### config.mk
export PLATFORM = sky130hd
export DESIGN_NAME = rst_sequencer
export DESIGN_NICKNAME = d
export VERILOG_FILES = /design/src/rtl/rst_seq_pkg.sv /design/src/rtl/rst_sequencer_sync_bit.sv /design/src/rtl/rst_sequencer.sv
export SDC_FILE = /design/constraint.sdc
export NUM_CORES = 1
export LEC_CHECK = 0
export BUFFER_PORTS_ARGS = -buffer_cell sky130_fd_sc_hd__buf_2
export CAP_MARGIN = 20
export CORE_MARGIN = 1
export CORE_UTILIZATION = 50
export CTS_CLUSTER_DIAMETER = 60
export DETAILED_ROUTE_END_ITERATION = 7
export PLACE_DENSITY = 0.68
export SLEW_MARGIN = 40
export SYNTH_ARGS = -nofsm -noshare
export SYNTH_HDL_FRONTEND = slang
export SYNTH_SLANG_ARGS = --single-unit
### constraint.sdc
create_clock -name clk -period 2.5 [get_ports clk]
set_input_delay 0.25 -clock clk [delete_from_list [all_inputs] [get_ports clk]]
set_output_delay 0.25 -clock clk [all_outputs]
set_load 0.05 [all_outputs]
### src/rtl/rst_seq_pkg.sv
`default_nettype none
// ============================================================================
// Module      : rst_seq_pkg
// Description : Shared state encoding for the reset sequencer.
// Revision    : 1.0 - initial release
// ============================================================================
package rst_seq_pkg;

    typedef enum logic [1:0] {
        ST_HOLD = 2'd0,
        ST_STEP = 2'd1,
        ST_RUN  = 2'd2
    } state_t;

endpackage : rst_seq_pkg
`default_nettype wire

### src/rtl/rst_sequencer_sync_bit.sv
`default_nettype none
// ============================================================================
// Module      : sync_bit
// Description : STAGES-deep synchroniser chain with async active-low clear.
// Revision    : 1.0 - initial release
// ============================================================================
module sync_bit #(
    parameter int STAGES = 2
) (
    input  logic clk,
    input  logic rst_n,
    input  logic d,
    output logic q
);

    logic [STAGES-1:0] r_chain;

    always_ff @(posedge clk or negedge rst_n) begin
        if (!rst_n) begin
            r_chain <= '0;
        end else begin
            r_chain <= {r_chain[STAGES-2:0], d};
        end
    end

    assign q = r_chain[STAGES-1];

endmodule : sync_bit
`default_nettype wire

### src/rtl/rst_sequencer.sv
`default_nettype none
// ============================================================================
// Module      : rst_sequencer
// Description : Multi-domain reset sequencer, lock-qualified staged release.
// Revision    : 1.0 - initial release
// ============================================================================
module rst_sequencer
    import rst_seq_pkg::*;
#(
    parameter int N_OUT       = 3,
    parameter int SYNC_STAGES = 2,
    parameter int HOLD_CYCLES = 1000000,
    parameter int STEP_CYCLES = 1000
) (
    input  logic             clk,
    input  logic             resetn_in,
    input  logic             locked_in,
    input  logic             soft_req,
    output logic [N_OUT-1:0] reset,
    output logic [N_OUT-1:0] reset_n,
    output logic             ready,
    output logic             busy
);

    localparam int MAX_CNT = (HOLD_CYCLES > STEP_CYCLES) ? HOLD_CYCLES : STEP_CYCLES;
    localparam int CNT_W   = (MAX_CNT < 1) ? 1 : $clog2(MAX_CNT + 1);
    localparam int IDX_W   = (N_OUT > 1) ? $clog2(N_OUT) : 1;

    localparam logic [CNT_W-1:0] c_HOLD_LOAD = CNT_W'(HOLD_CYCLES);
    localparam logic [CNT_W-1:0] c_STEP_LOAD = CNT_W'(STEP_CYCLES);
    localparam logic [IDX_W-1:0] c_LAST_IDX  = IDX_W'(N_OUT - 1);

    logic w_rst_s;
    logic w_lock_s;
    logic w_qual;
    logic w_restart;

    state_t           r_state,  w_state_nx;
    logic [CNT_W-1:0] r_cnt,    w_cnt_nx;
    logic [IDX_W-1:0] r_idx,    w_idx_nx;
    logic [N_OUT-1:0] r_reset,  w_reset_nx;
    logic             r_ready;
    logic             r_busy;

    // Deassertion of the board reset is synchronised by shifting in a constant 1.
    sync_bit #(.STAGES(SYNC_STAGES)) u_sync_rst (
        .clk   (clk),
        .rst_n (resetn_in),
        .d     (1'b1),
        .q     (w_rst_s)
    );

    sync_bit #(.STAGES(SYNC_STAGES)) u_sync_lock (
        .clk   (clk),
        .rst_n (resetn_in),
        .d     (locked_in),
        .q     (w_lock_s)
    );

    assign w_qual    = w_rst_s & w_lock_s;
    assign w_restart = ~w_qual | soft_req;

    always_comb begin
        w_state_nx = r_state;
        w_cnt_nx   = r_cnt;
        w_idx_nx   = r_idx;
        w_reset_nx = r_reset;
        case (r_state)
            ST_HOLD: begin
                w_reset_nx = '1;
                if (w_restart) begin
                    w_cnt_nx = c_HOLD_LOAD;
                end else if (r_cnt != '0) begin
                    w_cnt_nx = r_cnt - CNT_W'(1);
                end else begin
                    w_reset_nx[0] = 1'b0;
                    w_cnt_nx      = c_STEP_LOAD;
                    w_idx_nx      = IDX_W'(1);
                    w_state_nx    = (N_OUT == 1) ? ST_RUN : ST_STEP;
                end
            end
            ST_STEP: begin
                if (w_restart) begin
                    w_state_nx = ST_HOLD;
                    w_cnt_nx   = c_HOLD_LOAD;
                    w_idx_nx   = '0;
                    w_reset_nx = '1;
                end else if (r_cnt == '0) begin
                    w_reset_nx[r_idx] = 1'b0;
                    if (r_idx == c_LAST_IDX) begin
                        w_state_nx = ST_RUN;
                    end else begin
                        w_idx_nx = r_idx + IDX_W'(1);
                        w_cnt_nx = c_STEP_LOAD;
                    end
                end else begin
                    w_cnt_nx = r_cnt - CNT_W'(1);
                end
            end
            ST_RUN: begin
                if (w_restart) begin
                    w_state_nx = ST_HOLD;
                    w_cnt_nx   = c_HOLD_LOAD;
                    w_idx_nx   = '0;
                    w_reset_nx = '1;
                end else begin
                    w_reset_nx = '0;
                end
            end
            default: begin
                w_state_nx = ST_HOLD;
                w_cnt_nx   = c_HOLD_LOAD;
                w_idx_nx   = '0;
                w_reset_nx = '1;
            end
        endcase
    end

    // Flags are registered from the next state so they change on the same edge as reset.
    always_ff @(posedge clk or negedge resetn_in) begin
        if (!resetn_in) begin
            r_state <= ST_HOLD;
            r_cnt   <= c_HOLD_LOAD;
            r_idx   <= '0;
            r_reset <= '1;
            r_ready <= 1'b0;
            r_busy  <= 1'b1;
        end else begin
            r_state <= w_state_nx;
            r_cnt   <= w_cnt_nx;
            r_idx   <= w_idx_nx;
            r_reset <= w_reset_nx;
            r_ready <= (w_state_nx == ST_RUN);
            r_busy  <= (w_state_nx != ST_RUN);
        end
    end

    assign reset   = r_reset;
    assign reset_n = ~r_reset;
    assign ready   = r_ready;
    assign busy    = r_busy;

endmodule : rst_sequencer
`default_nettype wire

# After elaboration in Yosys (flattened, before gate mapping)
# Cells that the tools add are included.
dict set report word_totals {
  out_inout_bits 8
  ff_bits 33
  word_cells 64
  in_bits 4
}
dict set report op_classes {
  n_reduce_logical 6
  n_addsub 2
  n_eq_ne 11
  order_cmp 2
  bitwise_logic 6
  mux 29
}
# cell n
set op_table {}
lappend op_table {{20-bit two-way mux} 6}
lappend op_table {{20-bit case mux with 3 select lines} 1}
lappend op_table {{2-bit two-way mux} 12}
lappend op_table {{20-bit zero test} 1}
lappend op_table {{20-bit nonzero test} 1}
lappend op_table {{20-bit by 1-bit subtractor with 20-bit output, second input constant} 1}
lappend op_table {{2-bit case mux with 3 select lines} 2}
lappend op_table {{3-bit two-way mux} 3}
lappend op_table {{3-bit case mux with 3 select lines} 1}
lappend op_table {{2-bit != test, second input constant} 4}
lappend op_table {{2-bit equality test, second input constant} 3}
lappend op_table {{3-bit != test, second input constant} 2}
lappend op_table {{3-bit inverter} 2}
lappend op_table {{5-bit AND reduction} 1}
lappend op_table {{4-bit != test, second input constant} 1}
lappend op_table {{3-bit AND} 1}
lappend op_table {{2-bit by 3-bit less-than comparator with 1-bit output, second input constant} 1}
lappend op_table {{1-bit two-way mux} 3}
lappend op_table {{2-bit by 1-bit adder with 2-bit output, second input constant} 1}
lappend op_table {{1-bit demux with 2-bit select} 1}
lappend op_table {{2-bit by 1-bit equality test with 1-bit output, second input constant} 1}
lappend op_table {{2-bit by 1-bit >= comparator with 1-bit output, second input constant} 1}
lappend op_table {{2-bit zero test} 1}
lappend op_table {{2-bit AND reduction} 1}
lappend op_table {{other kinds (4)} 4}

# Logic depth before layout (Yosys ltp)
# Gate-level depths: netlist of the first run.
dict set report logic_depth {
  depth_word 9
  depth_mapped 8
  mapped_depth_nobuf 8
}

# Hierarchy
# A second synthesis of the first run with hierarchy kept.
dict set report unflattened {
  cells_unflattened 195
  hier_area_um2 1813.0
}
# mod area_per_inst_um2 cells_each n_inst
set by_module_without_submodules {}
lappend by_module_without_submodules {rst_sequencer 1712.9 191 1}
lappend by_module_without_submodules {sync_bit 50.0 2 2}

# Worst setup path after synthesis of the first run
# No wires, ideal clock.
dict set report synth_timing {
  path_kind {register -> register}
  from {register r_cnt[5]}
  to {register r_cnt[8]}
  t_arrival_ps 1694
  path_stages_with_launch 8
  required_time_ps 2382
  setup_ps 118
  setup_slack_ps 688
  period_less_slack_ps 1812
  cell_sequence {dfrtp_1 buf_6 nor4_4 nand4b_4 o21ai_4 buf_6 a31oi_1 a21o_1}
}
dict set report synth_between {
  elab_chain_len 4
  elab_cells_between_ends 10
  classes_between {add/sub: 1; eq/ne: 1; mux: 5; reduce/logical: 3}
}
# item line_no
set synth_lines {}
lappend synth_lines {{from (decl)} rst_sequencer.sv:39} ;# logic [CNT_W-1:0] r_cnt, w_cnt_nx;
lappend synth_lines {{from (signal assigned)} rst_sequencer.sv:123} ;# r_cnt <= c_HOLD_LOAD;
lappend synth_lines {{from (signal assigned)} rst_sequencer.sv:130} ;# r_cnt <= w_cnt_nx;
lappend synth_lines {{20-bit by 1-bit subtractor with 20-bit output, or another cell as far along} {rst_sequencer.sv:74, rst_sequencer.sv:97}}
lappend synth_lines {{20-bit two-way mux, on equally long branches} {rst_sequencer.sv:88, rst_sequencer.sv:73}}
lappend synth_lines {{20-bit two-way mux, on equally long branches} {rst_sequencer.sv:83, rst_sequencer.sv:71}}
lappend synth_lines {{20-bit case mux with 3 select lines} rst_sequencer.sv:68} ;# case (r_state)
# Parallel ways exist; a longest one is shown, timed or not.
# A chain may end at the register's enable or synchronous reset.

# Worst setup path in the final report of the first run
dict set report layout_timing {
  from {register r_idx[0]}
  to {register r_cnt[5]}
}
dict set report layout_between {
  elab_chain_len 3
}
# item line_no
set layout_lines {}
lappend layout_lines {{from (decl)} rst_sequencer.sv:40} ;# logic [IDX_W-1:0] r_idx, w_idx_nx;
lappend layout_lines {{from (signal assigned)} rst_sequencer.sv:131} ;# r_idx <= w_idx_nx;
lappend layout_lines {{2-bit equality test} rst_sequencer.sv:90} ;# if (r_idx == c_LAST_IDX) begin
lappend layout_lines {{4-bit != test (no source line)} n/a}
lappend layout_lines {{2-bit AND reduction (no source line)} n/a}
# Every way passes these cells.

==> results of run 1 <==
==> cell usage in the layout (no fill, tap or decap), types with 2 or more instances in the layout <==
cell type	n
o21a_1	6
inv_1	9
o21ai_4	2
or3_1	2
o21ai_1	9
a21oi_2	2
nand3_1	3
dfstp_2	11
o2bb2ai_1	3
o21bai_1	2
clkbuf_8	5
o21ai_0	2
buf_4	6
a31oi_1	6
nor3_1	9
or3_4	2
ha_1	5
o311ai_1	2
a21o_1	3
nor4_2	2
nor3_2	3
buf_2	10
nand2_1	12
dfrtp_1	22
nor2_1	13
a21oi_1	13
a211o_1	2
nand4_1	2
nand2b_1	2
o22a_1	4
inv_2	2
==> registers in the layout, summed over array words and instances, names as in the netlist <==
register and cells:
r_state 2, busy 1, reset 3, r_cnt 20, u_sync_lock.r_chain 2, ready 1
r_idx 2, u_sync_rst.r_chain 2
==> final timing paths <==
check | endpoint | cells after the start | from | slack, ps
setup / recovery | r_cnt[5]$_DFFE_PN0P_ | 8 | r_idx[0]$_DFFE_PN0P_ | 260
hold / removal | u_sync_lock.r_chain[0]$_DFF_PN0_ | 1 | locked_in | 60
setup reg to reg | r_cnt[5]$_DFFE_PN0P_ | 8 | r_idx[0]$_DFFE_PN0P_ | 260
hold reg to reg | u_sync_rst.r_chain[1]$_DFF_PN0_ | 0 | u_sync_rst.r_chain[0]$_DFF_PN0_ | 350
max in group asynchronous | reset[1]$_DFFE_PN1N_ | 2 | resetn_in | 1730
min in group asynchronous | u_sync_rst.r_chain[0]$_DFF_PN0_ | 2 | resetn_in | 430
==> layer usage <==
metal | vias to the layer above | routed length (µm)
li1 | 737 | -
met3 | 9 | 146
met5 | - | 0
met1 | 776 | 1903
met4 | 0 | 87
met2 | 42 | 2041
==> through the flow <==
stage | setup WS, ps | area, µm² | std cells | total power, µW | hold slack (ps)
3_5_place_dp | 300.8 | 2008 | 246 | 937.7 | 339.7
5_1_grt | 61.04 | 2136 | 255 | 1516 | 46.38
2_1_floorplan | 687.8 | 1904 | 188 | 847.6 | -45.59
6_report | 263.3 | 2136 | 255 | 1443 | 57.13
4_1_cts | 284.9 | 2123 | 254 | 1459 | 18.29
3_3_place_gp | 391.4 | 2008 | 246 | 925.7 | 334.3
==> cell type report <==
cell class                      instances  area (µm²)
Fill cell                             305        1525
Tap cell                               48       60.06
Clock inverter                          3       46.29
Clock buffer                            5       68.82
Multi-Input combinational cell        138       974.7
Inverter                               11       41.29
Sequential cell                        33       839.6
Timing Repair Buffer                   17       105.1
==> where the power goes <==
part           internal, µW  switching, µW  leakage, µW
combinational           107            181     0.000468
clock                   298            212    0.0000543
sequential              585           60.9     0.000406
total                   990            454     0.000928
==> Yosys cell counts, drive strengths merged (3+ instances only) <==
library cell	number
a21o	3
a21oi	15
a31oi	6
buf	4
dfrtp	22
dfstp	11
ha	5
inv	11
nand2	13
nand3	3
nor2	14
nor3	12
nor4	4
o21a	6
o21ai	13
o22a	4
o2bb2ai	3
or3	4
==> worst max-delay path: cells and delay by family (launching register included) <==
kind            cells  cell delay (ps)
flops               1              400
fa+ha+maj           1              270
simple gates        2              240
compound gates      3              910
buf+inv             2              290
==> logic make-up after synthesis <==
kind of cell / share of synthesized area
compound gates: 0.2490
simple gates: 0.2234
flops: 0.4409
buf+inv: 0.04731
fa+ha+maj: 0.03285
xor+xnor: 0.004600
other cells: 0.001969
==> what timing repair did <==
item / CTS / global route
endpoints found under the setup margin: 0 / 0
endpoints found under the hold margin: 0 / 22
hold buffers: 0 / 1
==> out/qor.yml, run 1 <==
timing:
  skew_ps: 3.565
  max_freq_mhz: 447.1
  fin_crit_sh: 0.8947
  finalSetupViolCount: 0
  grt_setup_unrepaired: "no"
  maxSlewViolCount: 0
  worst_pin_slew_ps: 800.8
  min_period_ps: 2237
  finalHoldViolCount: 0
  max_slew_margin: 0.4661
  tns_ps: 0
power:
  p_per_area_nw_per_um2: 675.7
  ir_drop_mv: 0.4002
  p_leak_uw: 0.0009277
floorplan:
  core_um2: 3661
  die_w_um: 63.72
  fp-row-count: 22
  die_h_um: 63.72
  dieArea_um2: 4060
  start_util: 0.5202
  io_pins: 12
final_layout:
  nets: 215
  area_growth_syn_to_layout_pct: 12.16
  antenna_cells: 0
  final_util: 0.5834
  drive_gt1_frac: 0.2609
worst_setup_path:
  start_kind: "flip-flop"
  cp-end-kind: "flip-flop"
  crit_chain: "inv_1 -> ha_1 -> nand4b_1 -> nor4_1 -> a21oi_2 -> inv_2 -> o21ai_1 -> o31ai_2"
  arrival_ps: 2410
  critPathMaxFanout: 17
  critical-path-max-stage-delay_ps: 620
  path_class: "reg2reg"
  cp.required_ps: 2670
  slowest_stage: "a21oi_2"
yosys:
  syn_nets: 197
  synth.largest_area_cell: "dfrtp_1"
  synth_area_um2: 1904
  async_flop_share: 1.000
  yosys_warnings: 0
  yosysSeqAreaShare: 0.4409
  synth_cells: 188
  synth_edf_count: 0
  synth_area_leaders: "dfrtp_1, dfstp_2, a21oi_1, ha_1, nor2_1"
  yosysTopAreaCellShare: 0.2891
  synth.avg_cell_area_um2: 10.13
  synth_cell_type_count: 58
  yosys_register_bits: 33
  synth_flop_cell: "dfrtp_1"
detailed_routing:
  avgRoutedWirePerCell_um: 16.38
  vias_per_cell: 6.133
  antenna_left: 0
  first_pass_iters: 4
  drc_errors: 0
  drtIter0Drc: 75
  dr_total_vias: 1564
  wl_mm: 4.178
clock_tree:
  worstSkewPairLatency_ps: 290
  post_cts_resized: 0
  cts_buffers: 5
  cts_tree: "built"
  clockBufferDepth: 2
  htreeDepth: 2
  cts_sinks: 33
  cts-root-buf: "clkbuf_8"
  postCtsSetupRepairBufs: 0
  clk_pin_slew_ps: 70
placement:
  gp_congestion: 0.8780
  port_buffers: 11
  hpwl_mm: 2.945
global_route:
  gr-total-overflow: 0
  grt_max_degree: 34
  grtUsageMet3: 0.05797
  grt_use_total: 0.2391
  grt_pass1_wl_mm: 7.272
  top_usage_layer: "met2"
  grt_use_met2: 0.3910
  grt_util_met1: 0.2936
  antenna_found_initial: 0
  grt_pass1_vias: 1519
run_status:
  status: "finished, final reports clean"
min_path:
  hold_path_class: "in2reg"
job:
  cap_violations: 0
No activity file was read; power rests on OpenSTA's default activity.
==> run 2, diff against run 1 <==
--- a/config.mk
+++ b/config.mk
@@ -8,10 +8,10 @@
 export BUFFER_PORTS_ARGS = -buffer_cell sky130_fd_sc_hd__buf_2
 export CAP_MARGIN = 20
 export CORE_MARGIN = 1
-export CORE_UTILIZATION = 50
+export CORE_UTILIZATION = 40
 export CTS_CLUSTER_DIAMETER = 60
 export DETAILED_ROUTE_END_ITERATION = 7
-export PLACE_DENSITY = 0.68
+export GPL_TIMING_DRIVEN = 0
 export SLEW_MARGIN = 40
 export SYNTH_ARGS = -nofsm -noshare
 export SYNTH_HDL_FRONTEND = slang
==> out/qor.yml, run 2 (synthesized netlist as in run 1, its figures left out) <==
global_route:
  antenna_found_initial: 0  # unchanged
  grt_use_total: 0.2035  # -0.03563
  grt_pass1_vias: 1527  # +0.53%
  gr-total-overflow: 0  # unchanged
  grt_pass1_wl_mm: 7.741  # +6.4%
  grt_max_degree: 34  # unchanged
worst_setup_path:
  cp-endpoint: "r_cnt[12]$_DFFE_PN0P_"
  critPathMaxFanout: 10  # -7
  r2r-start: "r_state[1]$_DFF_PN0_"
  cp-end-kind: "flip-flop"
  critical-path-max-stage-delay_ps: 480  # -140 ps
  reg2reg_depth: 7  # -1
  start_kind: "flip-flop"
  slowest_stage: "dfrtp_1"
  r2r_slack_ps: 360  # +90 ps
  cp-startpoint: "r_state[1]$_DFF_PN0_"
  arrival_ps: 2320  # -90 ps
  path_class: "reg2reg"
  crit_chain: "nand4bb_1 -> clkbuf_1 -> nor4_1 -> a21oi_2 -> buf_4 -> o21ai_1 -> o2bb2ai_1"
  r2r-end: "r_cnt[12]$_DFFE_PN0P_"
  cp.required_ps: 2670  # about the same
floorplan:
  die_h_um: 71  # +11%
  core_um2: 4474  # +22%
  die_w_um: 71  # +11%
  io_pins: 12  # unchanged
  dieArea_um2: 5041  # +24%
  start_util: 0.4256  # -0.09455
  fp-row-count: 24  # +9.1%
final_layout:
  antenna_cells: 0  # unchanged
  area_growth_syn_to_layout_pct: 13.01
  final_common_cell: "dfrtp_1"
  seq_area_um2: 839.6  # unchanged
  nets: 216  # +0.47%
  fillers: 415  # +36%
  layout_common_cells: "dfrtp_1, nor2_1, a21oi_1, nand2_1, dfstp_2"
  drive_gt1_frac: 0.2548  # -0.006062
  top_register: "r_cnt"
  largest_reg_flops: 20  # unchanged
  multi_input_area_um2: 974.7  # unchanged
clock_tree:
  cts_sinks: 33  # unchanged
  cts_tree: "built"
  ctsHoldBuffers: 0  # unchanged
  clk_pin_slew_ps: 70  # about the same
  post_cts_resized: 0  # unchanged
  cts-root-buf: "clkbuf_8"
  clockBufferDepth: 2  # unchanged
  postCtsSetupRepairBufs: 0  # unchanged
  htreeDepth: 2  # unchanged
  cts_buffers: 5  # unchanged
  worstSkewPairLatency_ps: 300  # about the same
detailed_routing:
  dr_total_vias: 1544  # -1.3%
  wl_mm: 4.468  # +6.9%
  first_pass_iters: 7  # +3
  avgRoutedWirePerCell_um: 17.18  # +4.9%
  drtIter0Drc: 83  # +11%
  drc_errors: 1  # +1
  antenna_left: 0  # unchanged
  vias_per_cell: 5.938  # -3.2%
timing:
  fin_crit_sh: 0.8574  # -0.03731
  skew_ps: 5.630  # +2.065 ps
  grt_setup_unrepaired: "no"
  maxSlewViolCount: 0  # unchanged
  max_slew_margin: 0.5749  # +0.1088
  min_period_ps: 2143  # -93.26 ps
  worst_pin_slew_ps: 635.3  # -165.5 ps
  max_freq_mhz: 466.5  # +4.4%
  finalHoldViolCount: 0  # unchanged
  tns_ps: 0  # unchanged
  finalSetupViolCount: 0  # unchanged
power:
  finalPower_uw: 1441  # -0.12%
  p_leak_uw: 0.0009273  # about the same
  p_per_area_nw_per_um2: 669.8  # -0.88%
  ir_drop_mv: 0.6059  # +51%
run_status:
  violations: "DRC"
  status: "complete, but fails checks"
placement:
  gp_congestion: 0.7906  # -10%
  port_buffers: 11  # unchanged
  hpwl_mm: 3.143  # +6.7%
min_path:
  min_path_cells: 1  # unchanged
  hold_path_class: "in2reg"
job:
  cap_violations: 0  # unchanged
[run 2: critical path, delay by kind of cell (launching register included)]
| kind | cells | cell delay (ps) |
|---|---|---|
| buf+inv | 2 | 630 |
| compound gates | 3 | 630 |
| flops | 1 | 480 |
| simple gates | 2 | 280 |
[run 2: worst min-delay path by stage]
| stage | start | end | slack [ps] |
|---|---|---|---|
| after global placement | u_sync_rst.r_chain[0]$_DFF_PN0_ | u_sync_rst.r_chain[1]$_DFF_PN0_ | 330 |
| after floorplan | resetn_in | r_cnt[0]$_DFFE_PN0P_ | -50 |
| after CTS | resetn_in | r_idx[0]$_DFFE_PN0P_ | 40 |
| after detailed placement | u_sync_rst.r_chain[0]$_DFF_PN0_ | u_sync_rst.r_chain[1]$_DFF_PN0_ | 350 |
| final | locked_in | u_sync_lock.r_chain[0]$_DFF_PN0_ | 50 |
| after global routing | locked_in | u_sync_lock.r_chain[0]$_DFF_PN0_ | 40 |
[run 2: final cells by class]
type                            instances  share of cell area
Buffer                                  6             0.02267
Tap cell                               52             0.03023
Sequential cell                        33              0.3901
Multi-Input combinational cell        138              0.4529
Clock buffer                            5             0.03198
Timing Repair Buffer                   12             0.03140
Clock inverter                          3             0.02151
Inverter                               11             0.01919
[run 2: metrics by stage]
stage                 util  instance area, µm²  hold WS, ps  worst slack, ps  std cells
floorplan                -                1904       -45.59            687.8        188
global placement    0.4525                2024        332.2            394.7        251
detailed placement  0.4525                2024        349.6            374.7        251
CTS                 0.4782                2140        44.08            355.4        259
global route        0.4810                2152        44.26            198.8        260
finish              0.4810                2152        54.71            356.5        260
[run 2: layer usage]
layer  vias to the layer above  share of wire  global-route usage
met5                         -              0                   0
met2                        47           0.46              0.3141
met1                       741           0.47              0.2755
met3                         8          0.054             0.05128
li1                        748              -                   -
met4                         0          0.017             0.08000
[run 2: where the power goes]
part,leakage [µW],switching [µW],internal (µW)
Clock,0.0000543,220,298
Combinational,0.000467,181,99.7
Sequential,0.000406,58.3,585
==> run 3, diff against run 2 <==
--- a/config.mk
+++ b/config.mk
@@ -7,6 +7,7 @@
 export LEC_CHECK = 0
 export BUFFER_PORTS_ARGS = -buffer_cell sky130_fd_sc_hd__buf_2
 export CAP_MARGIN = 20
+export CORE_ASPECT_RATIO = 0.9
 export CORE_MARGIN = 1
 export CORE_UTILIZATION = 40
 export CTS_CLUSTER_DIAMETER = 60
==> constraint.sdc (replaced) <==
create_clock -name clk -period 2.5 [get_ports clk]
set_input_delay 0.25 -clock clk [delete_from_list [all_inputs] [get_ports clk]]
set_output_delay 0.25 -clock clk [all_outputs]
set_load 0.1 [all_outputs]
==> out/qor.yml, run 3 (synthesized netlist as in run 1, its figures left out) <==
clock_tree:
  postCtsSetupRepairBufs: 0  # unchanged
  htreeDepth: 2  # unchanged
  post_cts_resized: 0  # unchanged
  clockBufferDepth: 2  # unchanged
  cts_tree: "built"
  cts_sinks: 33  # unchanged
  cts_buffers: 5  # unchanged
  clk_pin_slew_ps: 70  # about the same
  ctsHoldBuffers: 0  # unchanged
  cts-root-buf: "clkbuf_8"
  worstSkewPairLatency_ps: 290  # about the same
floorplan:
  core_um2: 4518  # +0.98%
  io_pins: 12  # unchanged
  start_util: 0.4215  # -0.004125
  die_w_um: 74.73  # +5.3%
  dieArea_um2: 5041  # about the same
  fp-row-count: 23  # -4.2%
  die_h_um: 67.46  # -5.0%
global_route:
  grt_pass1_vias: 1550  # +1.5%
  grt_max_degree: 34  # unchanged
  gr-total-overflow: 0  # unchanged
  antenna_found_initial: 0  # unchanged
  grt_pass1_wl_mm: 7.714  # -0.35%
  grt_use_total: 0.2068  # +0.003303
detailed_routing:
  antenna_left: 0  # unchanged
  drc_errors: 0  # -1
  avgRoutedWirePerCell_um: 16.64  # -3.2%
  wl_mm: 4.477  # +0.20%
  first_pass_iters: 4  # -3
  routed.top_layer: "met4"
  dr_total_vias: 1569  # +1.6%
  met3_length_um: 251  # +3.7%
  met2WireLength_mm: 2.123  # +3.6%
  wl_met1_mm: 2.054  # -2.0%
  drtIter0Drc: 120  # +45%
  vias_per_cell: 5.833  # -1.8%
timing:
  skew_ps: 12.57  # +6.937 ps
  worst_slack_ps: 366.4  # +9.859 ps
  maxSlewViolCount: 0  # unchanged
  min_period_ps: 2134  # -9.859 ps
  finalSetupViolCount: 0  # unchanged
  fin_crit_sh: 0.8534  # -0.003944
  tns_ps: 0  # unchanged
  grt_setup_unrepaired: "no"
  worst_pin_slew_ps: 734.9  # +99.60 ps
  max_slew_margin: 0.5101  # -0.06484
  max_freq_mhz: 468.7  # +0.46%
  finalHoldViolCount: 0  # unchanged
worst_setup_path:
  arrival_ps: 2300  # -20 ps
  critPathMaxFanout: 10  # unchanged
  slowest_stage: "dfrtp_1"
  r2r-start: "r_state[1]$_DFF_PN0_"
  critical-path-max-stage-delay_ps: 460  # -20 ps
  reg2reg_depth: 7  # unchanged
  start_kind: "flip-flop"
  crit_chain: "nand4bb_1 -> clkbuf_1 -> nor4_1 -> a21oi_2 -> buf_4 -> o21ai_1 -> o2bb2ai_1"
  cp.required_ps: 2670  # about the same
  cp-startpoint: "r_state[1]$_DFF_PN0_"
  cp-end-kind: "flip-flop"
  path_class: "reg2reg"
final_layout:
  fillers: 425  # +2.4%
  stdcell_area_um2: 2153  # about the same
  top_register: "r_cnt"
  drive_gt1_frac: 0.2512  # -0.003600
  antenna_cells: 0  # unchanged
  largest_reg_flops: 20  # unchanged
  final_common_cell: "dfrtp_1"
  layout_common_cells: "dfrtp_1, nor2_1, a21oi_1, nand2_1"
  area_growth_syn_to_layout_pct: 13.08  # about the same
  nets: 215  # -0.46%
power:
  finalPower_uw: 1450  # +0.61%
  power_frac_seq: 0.444  # -0.002
  p_leak_uw: 0.0009264  # -0.10%
  p_per_area_nw_per_um2: 673.5  # +0.55%
  ir_drop_mv: 0.4484  # -26%
  netSwitchingFraction: 0.3047  # -0.01362
  netSwitchingPower_uw: 441.8  # -3.7%
  p_comb_frac: 0.197  # +0.002
  pwr-share-clk: 0.360  # about the same
  p_int_uw: 1008  # +2.6%
placement:
  dp_slack_ps: 365.8  # -8.951 ps
  gp_congestion: 0.8248  # +4.3%
  hpwl_mm: 3.159  # +0.53%
  port_buffers: 11  # unchanged
  placed_cell_area_um2: 2037  # +0.62%
min_path:
  hold_path_class: "in2async"
run_status:
  status: "finished, final reports clean"
job:
  cap_violations: 0  # unchanged
## run 3: area by class of cell
class / instances / area, µm² / share of cell area
Buffer: 6 / 48.80 / 0.02266
Clock buffer: 7 / 86.33 / 0.04009
Clock inverter: 1 / 30.03 / 0.01395
Inverter: 11 / 41.29 / 0.01917
Tap cell: 62 / 77.57 / 0.03603
Timing Repair Buffer: 11 / 55.05 / 0.02557
Sequential cell: 33 / 839.6 / 0.3899
Multi-Input combinational cell: 138 / 974.7 / 0.4526
## run 3: path summary, 6_finish.rpt
| path | endpoint | slack (ps) |
|---|---|---|
| worst max-delay path | r_cnt[3]$_DFFE_PN0P_ | 370 |
| worst min-delay path | r_state[0]$_DFF_PN0_ | 20 |
| worst max register to register | r_cnt[3]$_DFFE_PN0P_ | 370 |
| worst min register to register | u_sync_lock.r_chain[1]$_DFF_PN0_ | 350 |
| max in group asynchronous | r_cnt[11]$_DFFE_PN0P_ | 2000 |
| min in group clk | u_sync_lock.r_chain[0]$_DFF_PN0_ | 80 |
## run 3: power groups by stage
stage          clock network [µW]  logic, µW  registers [µW]
3_5_place_dp                    0        286             650
3_3_place_gp                    0        276             645
2_1_floorplan                   0        209             638
4_1_cts                       533        286             641
6_report                      522        285             643
5_1_grt                       552        320             650
## run 3: per-stage QoR
| stage | utilization | std cells | hold WS [ps] |
|---|---|---|---|
| 3_5_place_dp | 0.4508 | 261 | 334.7 |
| 6_report | 0.4766 | 269 | 20.17 |
| 3_3_place_gp | 0.4508 | 261 | 333.7 |
| 4_1_cts | 0.4766 | 269 | 43.65 |
| 5_1_grt | 0.4766 | 269 | 72.78 |
| 2_1_floorplan | - | 188 | -45.59 |
## run 3: layer usage
layer	global-route usage	vias up
met4	0.06132	0
met3	0.04328	6
met5	0	-
met2	0.3243	47
li1	-	742
met1	0.2876	774
## run 3: critical path, delay by kind of cell, from the launching register on
kind / cells / cell delay, ps
AOI/OAI and AO/OA: 3 / 620
buffers and inverters: 2 / 650
DFF: 1 / 460
and+or+nand+nor: 2 / 280
